**src/rtl/register_file.sv**
```systemverilog
// register_file: 2**ADDR_WIDTH x DATA_WIDTH storage, sync write, async read, sync active-low reset, write-through bypass under REGISTER_FILE_BYPASS_EN
module register_file #(
  parameter int DATA_WIDTH = 8,
  parameter int ADDR_WIDTH = 4
) (
  input  logic                  clk,
  input  logic                  reset,
  input  logic                  w_en,
  input  logic [ADDR_WIDTH-1:0] w_addr,
  input  logic [ADDR_WIDTH-1:0] r_addr,
  input  logic [DATA_WIDTH-1:0] w_data,
  output logic [DATA_WIDTH-1:0] r_data
);
  logic [DATA_WIDTH-1:0] mem [2**ADDR_WIDTH];
  always_ff @(posedge clk)
    if (!reset) for (int i = 0; i < 2**ADDR_WIDTH; i++) mem[i] <= '0;
    else if (w_en) mem[w_addr] <= w_data;
`ifdef REGISTER_FILE_BYPASS_EN
  always_comb r_data = (w_en && reset && w_addr == r_addr) ? w_data : mem[r_addr];
`else
  always_comb r_data = mem[r_addr];
`endif
endmodule

```
**config.mk**
```make
export PLATFORM = sky130hd
export DESIGN_NAME = register_file
export DESIGN_NICKNAME = d
export VERILOG_FILES = /design/src/rtl/register_file.sv
export SDC_FILE = /design/constraint.sdc
export NUM_CORES = 1
export LEC_CHECK = 0
export CAP_MARGIN = 20
export CELL_PAD_IN_SITES_DETAIL_PLACEMENT = 0
export CELL_PAD_IN_SITES_GLOBAL_PLACEMENT = 2
export CORE_ASPECT_RATIO = 1.1
export CORE_MARGIN = 1
export CORE_UTILIZATION = 40
export CTS_CLUSTER_DIAMETER = 150
export DETAILED_ROUTE_END_ITERATION = 12
export PLACE_DENSITY = 0.74
export SLEW_MARGIN = 40
export SYNTH_ARGS = -nofsm -noshare
export SYNTH_HDL_FRONTEND = slang
export SYNTH_SLANG_ARGS = --single-unit
```
**constraint.sdc**
```tcl
create_clock -name clk -period 1.9 [get_ports clk]
set_input_delay 0.19 -clock clk [delete_from_list [all_inputs] [get_ports clk]]
set_output_delay 0.19 -clock clk [all_outputs]
set_load 0.005 [all_outputs]
```
==> results.toml, run 1 <==
[status]
result_of_the_run = "finished, violations left"
failed_checks = "negative setup slack"

[final_layout]
share_of_final_layout_standard_cells_stronger_than_drive_strength_1_pct = 28.0
filler_cell_count = 1218
layout.core_utilization_pct = 51.2
area_of_all_placed_cells_without_fillers_um2 = 7390
num_antenna_cells = 0
reg_top3 = "mem x128"
synthToLayoutAreaGrowth_pct = 24.6
largest_register_ffs = 128
nNetsFinal = 472
finish.cell_count_without_fillers = 656
total_area_of_multi_input_combinational_cells_um2 = 1990
largest_register_by_flop_count = "mem"
layout.area.seq_um2 = 3840

[clock_tree]
clock-root-buffer = "clkbuf_16"
cts_made_buffers = 17
postCtsSetupRepairBufs = 0
cts.clk_slew.worst_paths_ns = 0.05
htreeDepth = 4
cts-root-to-sink-buffers = 2
cts_sinks = 128
cts_hold_buffers = 0
tritoncts_clock_tree = "done"

[synthesis]
ys_top_cells_by_count = "129 x and2_1, 128 x edfxtp_1, 16 x a22oi_1, 16 x mux4_1, 16 x mux4_2"
synth_top_cells_by_area = "edfxtp_1 65%, and2_1 14%, mux4_1 7.1%, mux4_2 6.1%, a22oi_1 2.0%"
synthesis.area_um2 = 5930
number_of_synthesized_flops_with_an_enable_pin = 128
syn_inst = 375
synth_largest_area_cell = "edfxtp_1"
yosysSeqAreaShare_pct = 64.8
synthesis.nets = 394
synth_flop_cell = "edfxtp_1"
syn_area_per_cell_um2 = 15.8
synth_largest_type_area_fraction_pct = 64.8
yosys.cell_types.count = 21
synth_async_sr_flop_share_pct = 0
synth_most_common_cell = "and2_1"
synth_seq_cells = 128
yosysWarningCount = 0

[global_routing]
grt_use_total_pct = 20.3
antenna_found_initial = 0
largest_net_degree_at_the_start_of_global_routing = 17
via_count_of_the_first_global_routing_pass = 3532
gr_overflow_total = 0
grt_pass1_wl_mm = 22.0

[worst_setup_path]
critPathMaxFanout = 1
critPathRequiredTime_ns = 1.71
series_of_cell_instances_along_the_critical_path = "mux4_2 -> a22oi_2 -> nand2_1 -> buf_2"
critical_path.slowest_cell = "mux4_2"
timing.critical_path.arrival_ns = 1.78
critical_path_type = "reg2out"
timing.critical_path.from = "mem[8][1]$_SDFFCE_PN0P_"
worst_setup_path_end_kind = "output pin"
startpoint_type = "register"
timing.critical_path.slowest_cell_delay_ns = 0.53

[power_and_ir_drop]
cellLeakagePower_nw = 2.66
vdd_ir_drop_max_mv = 0.586
power_density_nw_per_um2 = 954
total_power_mw = 7.06

[timing]
timing.setup.tns_ns = -0.234
rsz_0062_raised_after_global_routing = "yes"
finalWorstPathRequiredPeriod_ns = 1.97
whs_ns = 0.693
slew_headroom_pct = 56.1
finalCritPeriodShare_pct = 104
timing_hold_violations_final = 0
maxClockFrequency_mhz = 509
final_max_slew_viol_count = 0
setup_violations = 8
setup_slack_of_the_critical_path_after_layout_ns = -0.0665
worst_slew_pin_slew_ns = 0.657

[detailed_routing]
detail-route-antenna-nets = 0
drt_pre_antenna_iters = 4
drt_iter0_markers = 326
drc_errors = 0
detailroute.via_count = 3400
final_routed_wirelength_across_all_metal_layers_mm = 14.1
wirelength_per_cell_um = 21.5
drt-vias-per-instance = 5.18

[floorplanning]
chipHeight_um = 130
fp.dieW_um = 118
initial_utilization_pct = 41.1
num_rows = 46
design.portCount = 27
placeableCoreArea_um2 = 14400
die-area_um2 = 15300

[run]
cap_violations = 0

[placement]
postPlaceCellArea_um2 = 6820
post-place-cells = 626
finalWeightedCongestion = 0.749
place_hpwl_mm = 9.41
port_buffers = 26
place_ws_ns = -0.539

[hold_path]
hold_path.startpoint = "w_data[3]"
worst_hold_path_type = "in2reg"
kinds of logic (layout without fill, tap and decap cells):
family | Yosys count | count (layout) | synth area share [%]
and+or+nand+nor | 167 | 167 | 16.9
DFF | 128 | 128 | 64.8
muxes | 32 | 32 | 13.2
AOI/OAI and AO/OA | 28 | 28 | 3.04
buffers and inverters | 20 | 109 | 2.15
area by class of cell:
cell class                      instances  share of cell area [%]
Clock buffer                           20                    5.91
Clock inverter                         10                    1.62
Multi-Input combinational cell        227                    26.9
Sequential cell                       128                    52.0
Tap cell                              192                    3.25
Timing Repair Buffer                   79                    10.3
report_power, final:
part / internal, mW / switching (mW)
sequential: 3.27 / 0.0546
clock: 2.02 / 1.09
combinational: 0.309 / 0.315
per-layer routing:
metal	global-route usage, %	part of all wire, %	up-vias
li1	-	-	1565
met1	28.2	46	1725
met2	31.9	47	94
met3	4.68	4.8	16
met4	6.64	1.7	0
met5	0	0	-
cells in the final DEF, fill, tap and decap left out, types with 2 or more instances in the layout:
cell type and n:
clkdlybuf4s50_1 16, clkbuf_16 17, bufinv_16 3, clkbuf_1 3, clkinv_1 4, nand2_1 8, nand2b_1 6, a22oi_2 14
mux4_2 28, edfxtp_1 128, o21ai_0 12, nand4b_1 2, buf_2 9, and2_1 129, mux4_1 4, clkinv_2 3
buf_12 10, nor3_1 3, nor2_1 12, a22oi_1 2, buf_4 42
timing repair:
action / CTS / global route
gates cloned: 1 / 0
resized for setup: 60 / 0
pin swaps: 19 / 2
setup endpoints to repair: 8 / 8
critical path, delay by kind of cell (launching register included):
| kind | cells | cell delay, ns |
|---|---|---|
| simple gates | 1 | 0.09 |
| flops | 1 | 0.40 |
| compound gates | 1 | 0.21 |
| buf+inv | 1 | 0.14 |
| mux | 1 | 0.53 |
worst paths after layout:
kind	to	depth (start not counted)
worst max-delay path	r_data[1]	4
worst min-delay path	mem[10][3]$_SDFFCE_PN0P_	3
Note: power is estimated with default switching activity, not from simulation.
==> inputs of run 2 (changes only) <==
CELL_PAD_IN_SITES_DETAIL_PLACEMENT = 1   (was 0)
CELL_PAD_IN_SITES_GLOBAL_PLACEMENT = 1   (was 2)
GPL_TIMING_DRIVEN = 0   (was unset)
PLACE_DENSITY = 0.66   (was 0.74)
==> results.toml, run 2 (synthesized netlist as in run 1, its figures left out) <==
[final_layout]
num_antenna_cells = 0
synthToLayoutAreaGrowth_pct = 20.0
finish.cell_count_without_fillers = 629
total_area_of_multi_input_combinational_cells_um2 = 2110
share_of_final_layout_standard_cells_stronger_than_drive_strength_1_pct = 25.2
largest_register_ffs = 128
reg_top3 = "mem x128"
layout.core_utilization_pct = 49.3
area_of_all_placed_cells_without_fillers_um2 = 7120
mostFrequentLayoutCells = "129 x and2_1, 128 x edfxtp_1, 26 x mux4_2"
largest_register_by_flop_count = "mem"
mostFrequentLayoutCell = "and2_1"
layout.area.seq_um2 = 3840
nNetsFinal = 443
filler_cell_count = 1402

[power_and_ir_drop]
cellLeakagePower_nw = 2.47
vdd_ir_drop_max_mv = 0.522
power_density_nw_per_um2 = 968

[placement]
finalWeightedCongestion = 0.740
post-place-cells = 592
place_hpwl_mm = 9.80
postPlaceCellArea_um2 = 6460
port_buffers = 25

[detailed_routing]
final_routed_wirelength_across_all_metal_layers_mm = 14.6
drt-vias-per-instance = 5.26
route.top_layer_used = "met4"
wirelength_per_cell_um = 23.3
drt_pre_antenna_iters = 4
wl_met2_mm = 7.59
met1_length_mm = 6.15
detailroute.via_count = 3306
drc_errors = 0
met3_length_um = 524
detail-route-antenna-nets = 0
drt_iter0_markers = 151

[hold_path]
worst_hold_path_type = "in2reg"

[clock_tree]
htreeDepth = 4
cts_hold_buffers = 0
clock-root-buffer = "clkbuf_16"
cts_sinks = 128
tritoncts_clock_tree = "done"
cts_made_buffers = 17
cts.clk_slew.worst_paths_ns = 0.05
cts-root-to-sink-buffers = 2

[floorplanning]
initial_utilization_pct = 41.1
placeableCoreArea_um2 = 14400
chipHeight_um = 130
fp.dieW_um = 118
design.portCount = 27
die-area_um2 = 15300
num_rows = 46

[status]
failed_checks = "negative setup slack"
result_of_the_run = "finished, violations left"

[global_routing]
gr_overflow_total = 0
grt_use_total_pct = 20.5
via_count_of_the_first_global_routing_pass = 3523
largest_net_degree_at_the_start_of_global_routing = 17
antenna_found_initial = 0
grt_pass1_wl_mm = 21.7

[timing]
worst_slew_pin_slew_ns = 0.764
setup_slack_of_the_critical_path_after_layout_ns = -0.0683
finalWorstPathRequiredPeriod_ns = 1.97
slew_headroom_pct = 49.1
whs_ns = 0.586
rsz_0062_raised_after_global_routing = "yes"
timing.setup.tns_ns = -3.54
maxClockFrequency_mhz = 508
timing_hold_violations_final = 0
finalCritPeriodShare_pct = 104
final_max_slew_viol_count = 0
setup_violations = 89

[worst_setup_path]
startpoint_type = "input port"
worst_setup_path_end_kind = "register"
timing.critical_path.arrival_ns = 2.01
critPathRequiredTime_ns = 1.94
critical_path_type = "in2reg"
critPathMaxFanout = 8

[run]
cap_violations = 0
run 2: power breakdown:
part	internal, mW	switching, mW	leakage, nW
clock network	1.91	1.11	0.267
registers	3.27	0.0422	1.22
logic	0.236	0.325	0.983
total	5.42	1.47	2.47
run 2: final timing paths:
| kind | to | from | cells past startpoint | slack [ns] |
|---|---|---|---|---|
| max | mem[1][6]$_SDFFCE_PN0P_ | w_addr[0] | 3 | -0.07 |
| min | mem[4][7]$_SDFFCE_PN0P_ | w_data[7] | 2 | 0.59 |
run 2: critical path, cell delays in order:
cell             delay (ns)
clkdlybuf4s50_1        0.79
nand2b_1               0.45
o21ai_2                0.57
run 2: area by class of cell:
type                    instances  area share, %
flip-flops and latches        128           54.0
repair buffers                 31           3.57
well taps                     192           3.37
multi-input cells             227           29.7
clock buffers                  24           6.34
plain buffers                  19           1.78
clock inverters                 8           1.25
run 2: metrics by stage:
step | setup WS [ns] | power, mW
finish | -0.0683 | 6.89
global route | -0.140 | 7.09
CTS | -0.194 | 6.94
detailed placement | -0.773 | 3.91
global placement | -0.998 | 3.88
floorplan | 0.279 | 3.64
run 2: metal layers:
metal | vias to the layer above | GRT usage (%)
met3 | 21 | 5.46
li1 | 1520 | -
met2 | 63 | 36.3
met5 | - | 0
met1 | 1702 | 24.2
met4 | 0 | 7.69
run 2: repair_timing:
| item | 4_1_cts | 5_1_grt |
|---|---|---|
| gates resized for setup | 69 | 14 |
| setup endpoints to repair | 64 | 199 |
| cloned | 0 | 0 |
| pin swaps | 15 | 6 |
| buffers inserted | 3 | 3 |
